## src/rtl/pc_unit_pkg.sv

```systemverilog
// Shared definitions for the program-counter stage: reset/exception vectors,
// next-PC select encoding and branch offset formation.
package pc_unit_pkg;

    localparam logic [31:0] RESET_PC_DEF = 32'h0000_3000;
    localparam logic [31:0] EXC_PC_DEF   = 32'h0000_4180;

    typedef enum logic [2:0] {
        NPC_SEQ = 3'd0,
        NPC_BR  = 3'd1,
        NPC_J   = 3'd2,
        NPC_JR  = 3'd3,
        NPC_EXC = 3'd4
    } npc_sel_e;

    // Word offset to byte offset, sign preserved.
    function automatic logic signed [31:0] branch_offset(input logic [15:0] imm16);
        logic signed [31:0] ext;
        ext = {{16{imm16[15]}}, imm16};
        return ext <<< 2;
    endfunction

endpackage

```

## src/rtl/pc_unit_if.sv

```systemverilog
// Datapath-facing bundle of the PC stage: control/operand inputs and PC outputs.
interface pc_unit_if;

    logic        stall;
    logic        branch;
    logic        branch_ne;
    logic [31:0] zero_in;
    logic [15:0] imm16;
    logic        jump;
    logic [25:0] jump_target;
    logic        jump_reg;
    logic [31:0] rs_value;
    logic [31:0] pc;
    logic [31:0] pc_plus4;
    logic [31:0] link_addr;
    logic        taken;
    logic        fault;
    logic [31:0] epc;
    logic [31:0] retired;

    modport master (
        output stall, branch, branch_ne, zero_in, imm16, jump, jump_target,
               jump_reg, rs_value,
        input  pc, pc_plus4, link_addr, taken, fault, epc, retired
    );

    modport slave (
        input  stall, branch, branch_ne, zero_in, imm16, jump, jump_target,
               jump_reg, rs_value,
        output pc, pc_plus4, link_addr, taken, fault, epc, retired
    );

endinterface

```

## src/rtl/pc_unit_next_pc_sel.sv

```systemverilog
// Priority and condition logic choosing the next-PC source: jr > j > taken branch > sequential.
module pc_unit_next_pc_sel
    import pc_unit_pkg::*;
(
    input  logic       branch,
    input  logic       branch_ne,
    input  logic       zero,
    input  logic       jump,
    input  logic       jump_reg,
    input  logic [1:0] rs_low,
    output npc_sel_e   sel,
    output logic       taken
);

    always_comb begin
        sel = NPC_SEQ;
        if (jump_reg) begin
            sel = (rs_low != 2'b00) ? NPC_EXC : NPC_JR;
        end else if (jump) begin
            sel = NPC_J;
        end else if (branch && (zero ^ branch_ne)) begin
            // beq takes on zero, bne on non-zero
            sel = NPC_BR;
        end
        taken = (sel != NPC_SEQ);
    end

endmodule

```

## src/rtl/pc_unit.sv

```systemverilog
// Program-counter stage: PC register, target formation, misaligned-jr capture
// and retired-instruction counter.
module pc_unit
    import pc_unit_pkg::*;
#(
    parameter logic [31:0] RESET_PC = RESET_PC_DEF,
    parameter logic [31:0] EXC_PC   = EXC_PC_DEF
) (
    input  logic         clk,
    input  logic         rst,
    pc_unit_if.slave     bus
);

    logic [31:0] pc_q, pc_d;
    logic [31:0] epc_q, epc_d;
    logic        fault_q, fault_d;
    logic [31:0] retired_q, retired_d;

    logic [31:0] pc_plus4;
    logic [31:0] br_target;
    logic [31:0] j_target;
    logic [31:0] npc;
    npc_sel_e    sel;
    logic        taken;
    logic        unused_zero_hi;

    // Only the zero flag in bit 0 is meaningful.
    assign unused_zero_hi = ^bus.zero_in[31:1];

    pc_unit_next_pc_sel u_sel (
        .branch    (bus.branch),
        .branch_ne (bus.branch_ne),
        .zero      (bus.zero_in[0]),
        .jump      (bus.jump),
        .jump_reg  (bus.jump_reg),
        .rs_low    (bus.rs_value[1:0]),
        .sel       (sel),
        .taken     (taken)
    );

    always_comb begin
        pc_plus4  = pc_q + 32'd4;
        br_target = pc_plus4 + 32'(branch_offset(bus.imm16));
        j_target  = {pc_plus4[31:28], bus.jump_target, 2'b00};

        case (sel)
            NPC_BR:  npc = br_target;
            NPC_J:   npc = j_target;
            NPC_JR:  npc = bus.rs_value;
            NPC_EXC: npc = EXC_PC;
            default: npc = pc_plus4;
        endcase

        pc_d      = pc_q;
        epc_d     = epc_q;
        fault_d   = 1'b0;
        retired_d = retired_q;
        if (!bus.stall) begin
            pc_d      = npc;
            retired_d = retired_q + 32'd1;
            if (sel == NPC_EXC) begin
                epc_d   = pc_q;
                fault_d = 1'b1;
            end
        end
    end

    always_ff @(posedge clk) begin
        if (rst) begin
            pc_q      <= RESET_PC;
            epc_q     <= '0;
            fault_q   <= 1'b0;
            retired_q <= '0;
        end else begin
            pc_q      <= pc_d;
            epc_q     <= epc_d;
            fault_q   <= fault_d;
            retired_q <= retired_d;
        end
    end

    assign bus.pc        = pc_q;
    assign bus.pc_plus4  = pc_plus4;
    assign bus.link_addr = pc_plus4;
    assign bus.taken     = taken;
    assign bus.fault     = fault_q;
    assign bus.epc       = epc_q;
    assign bus.retired   = retired_q;

endmodule
```

## src/flat_wrapper.sv

```systemverilog
// flat-port wrapper written by rule: the top's interface ports become plain ports
module pc_unit_flat import pc_unit_pkg::*;
#(
    parameter logic [31:0] RESET_PC = RESET_PC_DEF,
    parameter logic [31:0] EXC_PC   = EXC_PC_DEF
)
  (clk, rst, bus_stall, bus_branch, bus_branch_ne, bus_zero_in, bus_imm16, bus_jump, bus_jump_target, bus_jump_reg, bus_rs_value, bus_pc, bus_pc_plus4, bus_link_addr, bus_taken, bus_fault, bus_epc, bus_retired);
  pc_unit_if bus_i ();
  input  logic clk;
  input  logic rst;
  input wire logic [$bits(bus_i.stall)-1:0] bus_stall;
  input wire logic [$bits(bus_i.branch)-1:0] bus_branch;
  input wire logic [$bits(bus_i.branch_ne)-1:0] bus_branch_ne;
  input wire logic [$bits(bus_i.zero_in)-1:0] bus_zero_in;
  input wire logic [$bits(bus_i.imm16)-1:0] bus_imm16;
  input wire logic [$bits(bus_i.jump)-1:0] bus_jump;
  input wire logic [$bits(bus_i.jump_target)-1:0] bus_jump_target;
  input wire logic [$bits(bus_i.jump_reg)-1:0] bus_jump_reg;
  input wire logic [$bits(bus_i.rs_value)-1:0] bus_rs_value;
  output wire logic [$bits(bus_i.pc)-1:0] bus_pc;
  output wire logic [$bits(bus_i.pc_plus4)-1:0] bus_pc_plus4;
  output wire logic [$bits(bus_i.link_addr)-1:0] bus_link_addr;
  output wire logic [$bits(bus_i.taken)-1:0] bus_taken;
  output wire logic [$bits(bus_i.fault)-1:0] bus_fault;
  output wire logic [$bits(bus_i.epc)-1:0] bus_epc;
  output wire logic [$bits(bus_i.retired)-1:0] bus_retired;
  assign bus_i.stall = bus_stall;
  assign bus_i.branch = bus_branch;
  assign bus_i.branch_ne = bus_branch_ne;
  assign bus_i.zero_in = bus_zero_in;
  assign bus_i.imm16 = bus_imm16;
  assign bus_i.jump = bus_jump;
  assign bus_i.jump_target = bus_jump_target;
  assign bus_i.jump_reg = bus_jump_reg;
  assign bus_i.rs_value = bus_rs_value;
  assign bus_pc = bus_i.pc;
  assign bus_pc_plus4 = bus_i.pc_plus4;
  assign bus_link_addr = bus_i.link_addr;
  assign bus_taken = bus_i.taken;
  assign bus_fault = bus_i.fault;
  assign bus_epc = bus_i.epc;
  assign bus_retired = bus_i.retired;
  pc_unit #(.RESET_PC(RESET_PC), .EXC_PC(EXC_PC)) u_core (.clk(clk), .rst(rst), .bus(bus_i));
endmodule
```

## config.mk

```make
export PLATFORM = sky130hd
export DESIGN_NAME = pc_unit_flat
export DESIGN_NICKNAME = d
export VERILOG_FILES = /design/src/rtl/pc_unit_pkg.sv /design/src/rtl/pc_unit_if.sv /design/src/rtl/pc_unit_next_pc_sel.sv /design/src/rtl/pc_unit.sv /design/src/flat_wrapper.sv
export SDC_FILE = /design/constraint.sdc
export NUM_CORES = 1
export LEC_CHECK = 0
export ABC_CLOCK_PERIOD_IN_PS = 3800
export CORE_ASPECT_RATIO = 1.2
export CORE_MARGIN = 3
export CORE_UTILIZATION = 40
export CTS_CLUSTER_SIZE = 40
export DETAILED_ROUTE_END_ITERATION = 7
export GPL_ROUTABILITY_DRIVEN = 0
export PLACE_DENSITY = 0.84
export SLEW_MARGIN = 20
export SYNTH_ARGS = -nofsm -noshare
export SYNTH_HDL_FRONTEND = slang
export SYNTH_SLANG_ARGS = --single-unit
export TNS_END_PERCENT = 30
```

## constraint.sdc

```tcl
create_clock -name clk -period 3.8 [get_ports clk]
set_input_delay 0.38 -clock clk [delete_from_list [all_inputs] [get_ports clk]]
set_output_delay 0.38 -clock clk [all_outputs]
set_load 0.02 [all_outputs]
```

**After elaboration in Yosys (flattened, before gate mapping)**

Index checks and enable logic that the tools add are counted.

- Register bits: 97
- Output and inout bits: 162
- Word-level logic and storage cells: 24

- Add/sub/neg operators: 3
- Equality and inequality tests: 4
- Muxes and demuxes: 6
- Bitwise operators: 2
- Reductions and logical operators: 5

Operators with widths:

| operator | number |
|---|---|
| case mux 32 bit (4 select lines) | 1 |
| adder 32 x 1 -> 32 bit (second input constant) | 1 |
| adder 32 x 3 -> 32 bit (second input constant) | 1 |
| adder 32 bit | 1 |
| equality test 3 x 2 -> 1 bit (second input constant) | 2 |
| 2-to-1 mux 3 bit | 2 |
| equality test 3 x 1 -> 1 bit (second input constant) | 1 |
| equality test 3 bit (second input constant) | 1 |
| nonzero test 3 bit | 1 |
| 2-to-1 mux 1 bit | 2 |
| 2-to-1 mux 2 bit | 1 |
| AND reduction 2 bit | 1 |
| nonzero test 2 bit | 1 |
| OR reduction 2 bit | 1 |
| logical AND 1 bit | 1 |
| inverter 1 bit | 1 |
| bitwise XOR 1 bit | 1 |

**Logic depth before layout (Yosys ltp)**

- Depth after elaboration: 7
- Depth in mapped cells: 17

**Hierarchy**

A second synthesis with hierarchy kept.

- Cell total of the unflattened synthesis: 914
- Area, all modules: 7,116.8 um^2

Modules (own cells, without submodules):

| module | times used | cells an instance | area each (um^2) |
|---|---|---|---|
| pc_unit | 1 | 907 | 7,063.0 |
| pc_unit_next_pc_sel | 1 | 7 | 53.8 |

**Least setup slack after synthesis**

Ideal clock, no wire load.

- Path kind: register to register
- Start point: register u_core.pc_q[3], in the netlist u_core.bus.pc[3]
- End point: register u_core.pc_q[31], in the netlist u_core.bus.pc[31]
- Setup time: 0.125 ns
- Arrival time: 3.978 ns
- Data required time: 3.675 ns
- Slack: -0.303 ns
- Stages on the path, launching flop included: 16
- Buffers on the path: 1
- Period minus slack after synthesis: 4.103 ns
- Cell sequence: dfxtp_1 > ha_1 > and4_2 > nor2b_1 > nand2b_1 > nor2_1 > nand3_1 > xnor2_1 > ha_1 > clkbuf_1 > a21o_1 > a21o_1 > a21oi_1 > o22ai_1 > a221o_1 > o41a_1

- Longest elaborated chain between the ends: 3

RTL lines:

| element | line | text |
|---|---|---|
| start: declaration | pc_unit.sv:14 | `logic [31:0] pc_q, pc_d;` |
| start signal: assignment | pc_unit.sv:75 | `pc_q <= pc_d;` |
| adder 32 x 3 -> 32 bit | pc_unit.sv:42 | `pc_plus4 = pc_q + 32'd4;` |
| named net bus_link_addr[28] | flat_wrapper.sv:22 | `output wire logic [$bits(bus_i.link_addr)-1:0] bus_link_addr;` |
| adder 32 bit | pc_unit.sv:43 | `br_target = pc_plus4 + 32'(branch_offset(bus.imm16));` |
| case mux 32 bit (4 select lines) | pc_unit.sv:46 | `case (sel)` |

The timed path passes the listed nets, and every way through them passes these cells.
A chain may end at the register's enable or synchronous reset.

**Worst setup path in the final report**

- Start point: register u_core.pc_q[2], in the netlist u_core.bus.pc[2]
- End point: register u_core.pc_q[31], in the netlist u_core.bus.pc[31]

- Longest elaborated chain between the ends: 3

RTL lines:

| element | line |
|---|---|
| adder 32 x 3 -> 32 bit * | pc_unit.sv:42 |
| adder 32 bit | pc_unit.sv:43 |
| case mux 32 bit (4 select lines) * | pc_unit.sv:46 |

Every way passes the cells marked *; elsewhere a longest branch is shown, timed or not.

==> results.md <==
- Post-route clock period utilization: between 90% and 100%
- CTS tree: built
- CP endpoint kind: flop
- Finished Core Util: 62.5%
- Drt via density: roughly 5.5
- Total power: 0.00299 W
- Reg2Reg Setup Slack: ~0.035 ns
- Worst Path Buf+Inv: 3
- Area share of the largest cell type after synthesis: roughly 30%
- Cts hold-fix bufs: 0
- Most frequent cell on the critical path: buf_4
- # H-tree levels: 3
- Synth area leaders: dfxtp_1 30%, nand2_1 7.3%, ha_1 6.9%
- Pint: 0.00204 W
- Top-count cell post-synth: nand2_1
- Routed via count: about 7300
- Combinational Power Share: 34.0%
- Post-Syn Area per Cell: 7.77 um2
- Root buffer selected by CTS: clkbuf_16
- CTS buffer count: 9
- I/O pin cnt: ~280
- FP Rows: 50
- DP Wirelength: between 15 and 20 mm
- Drc violations: 0
- Fillers: approximately 1300
- Worst-path cell chain: ha_1 > and4_2 > nor2b_4 > buf_4 > nand4_1 > xnor2_1 > buf_4 > ha_1 > and2_1 > nand4_1 > a211oi_2 > buf_4 > nor2_1 > o211ai_1 > mux2i_1 > a21oi_1 > o41a_1
- Vias in the first global route: slightly below 7000
- Max Cap Viol: 0
- Ys Warns: 0
- RSZ-0062 raised after global routing: true
- Setup tns final: 0 ns
- Final Slew Violations: 0
- Peak supply drop: ~0.26 mV
- Tmin final: approximately 3.8 ns
- Fraction of layout cells with a size suffix above 1: ~12%
- Routed wire per std cell: ~17 um
- Maximum clock rate: roughly 270 MHz
- Leak: between 3 and 4 nW
- Worst EP required: 4.02 ns
- Total core area: 15800 um2
- 1st-iter DRT viols: 608
- Initial Utilization: 41.5%
- Top_reg_cell synth: dfxtp_1
- Crit path max-delay cell type: o41a_1
- Hold WC Path Type: input pin to flop
- Clock power frac: 29.9%
- Number of synthesized flops with an enable pin: 0
- CP top delay family: compound AO/OA/AOI/OAI gates
- Drt total wl: roughly 23 mm
- Ant. Diodes: 0
- Final hold viol count: 0
- Die area: 18000 um2
- Synthesized Nets: about 1000
- GRT Total Usage: 24.2%
- Syn Inst Count: approximately 850
- Kind of start point of the critical path: flop
- Sequential-to-total area share from yosys stat: between 20% and 30%
- Post-Synthesis Cell Area: roughly 6600 um2
- TritonRoute pass-1 iters: 6
- Commonest cells post-synth: 128 x nand2_1, 97 x dfxtp_1, 79 x a21oi_1
- Flops & latches, synth: between 90 and 100
- CP Max Fanout: 4
- Clock Skew: around 0.0051 ns
- Nets@finish: 1257
- Die X: roughly 120 um
- Largest net degree at the start of global routing: 98
- Sequential share of power: a little over a third
- Clk sink count: 97
- Sw Pwr: ~0.00095 W
- Post-DRT Antenna Nets: 0
- Global-route wire length before repair: 35.2 mm
- PwrDens: 303 nW/um2
- Worst-skew pair later-pin latency: between 0.3 and 0.4 ns
- Max_slew headroom: a little under a third
- Unique masters post-synth: 66
- Die H: 146 um
- Area leader, netlist: dfxtp_1
- Maximum clock path buffer count: 2
- Initial antenna violation count: 0
- Status: finished, final reports clean
- Async SR Flop Fraction: 0%
- Net Sw Frac: 31.9%
- I/O Buffers: 243
- GR Overflow Total: 0
- Final setup violation count: 0
- CTS clk-pin slew, worst paths: about 0.070 ns
- CP Class: flop to flop
- Max incr delay on CP: around 0.42 ns
- Worst-Margin Slew: between 1 and 1.5 ns
- CP arrival: between 3 and 4 ns
- Synth-to-Final Area Change: 50.5%
## repair_timing
item | CTS | global route
buffers inserted | 1 | 1
gates resized for setup | 0 | 26
pin swaps | 1 | 6
endpoints found under the setup margin | 1 | 12
## kinds of logic after synthesis
family,Yosys count,synth area share [%]
and+or+nand+nor,315,22.9
adders and majority gates,37,7.16
xor gates and xnor gates,77,10.4
muxes,2,0.305
DFF,97,29.6
AOI/OAI and AO/OA,220,21.9
buffers and inverters,98,7.85
## path summary, 6_finish.rpt
path,from,end,cells past startpoint
hold reg to reg,u_core.bus.epc[17],u_core.bus.epc[17],2
setup reg to reg,u_core.bus.pc[2],u_core.bus.pc[31],17
setup / recovery,u_core.bus.pc[2],u_core.bus.pc[31],17
hold / removal,bus_stall,u_core.bus.retired[2],4
## through the flow
| step | setup slack [ns] | hold slack, ns | instances | instance area, um2 |
|---|---|---|---|---|
| finish | 0.0353 | 0.399 | 1319 | 9890 |
| floorplan | -0.0609 | 0.520 | 846 | 6600 |
| CTS | 0.00112 | 0.391 | 1318 | 9760 |
| global route | -0.133 | 0.438 | 1319 | 9890 |
| global placement | 0.0712 | 0.441 | 1302 | 9460 |
| detailed placement | 0.0350 | 0.446 | 1302 | 9460 |
## metal layers
layer  routed length, um  up-vias  GRT usage, %
li1                    -     3496             -
met4                 784        0          9.42
met5                   0        -             0
met1                9170     3343          31.2
met2               10700      391          39.7
met3                1930       51          4.46
## worst register-to-register path, stage by stage (launching register included)
cell and delay [ns]:
dfxtp_2 0.35, ha_1 0.17, and4_2 0.27, nor2b_4 0.19, buf_4 0.15, nand4_1 0.12
xnor2_1 0.17, buf_4 0.16, ha_1 0.27, and2_1 0.16, nand4_1 0.18, a211oi_2 0.26
buf_4 0.15, nor2_1 0.04, o211ai_1 0.28, mux2i_1 0.21, a21oi_1 0.09, o41a_1 0.42
## layout by cell type (no fill, tap or decap), types with 34 or more instances in the layout
cell type,n
xnor2_1,34
xor2_1,34
dfxtp_1,94
a21oi_1,78
o21ai_0,38
nand2_1,128
ha_1,36
nor2_1,60
buf_4,82
clkdlybuf4s50_1,241
## sequential cells by signal, indices dropped and copies added, names as in the netlist
register            count
u_core.bus.epc         32
u_core.bus.pc          32
u_core.bus.retired     32
u_core.bus.fault        1
## power by group through the flow
stage	Clock, W	Sequential, W	Combinational [W]
after floorplan	0	0.00115	0.000501
after global placement	0	0.00110	0.000966
after detailed placement	0	0.00110	0.000978
after CTS	0.000913	0.00108	0.000986
after global routing	0.000962	0.00109	0.00108
final	0.000895	0.00108	0.00102
## final cells by class
type / count / area, um2 / area share, %
clock inverter: 6 / 68.8 / 0.696
clock buffer: 9 / 225 / 2.28
sequential: 97 / 1950 / 19.7
tap: 208 / 260 / 2.63
multi-input combinational: 651 / 4270 / 43.1
timing repair buffer: 324 / 3030 / 30.7
inverter: 24 / 90.1 / 0.911
No activity file was read; power rests on OpenSTA's default activity.
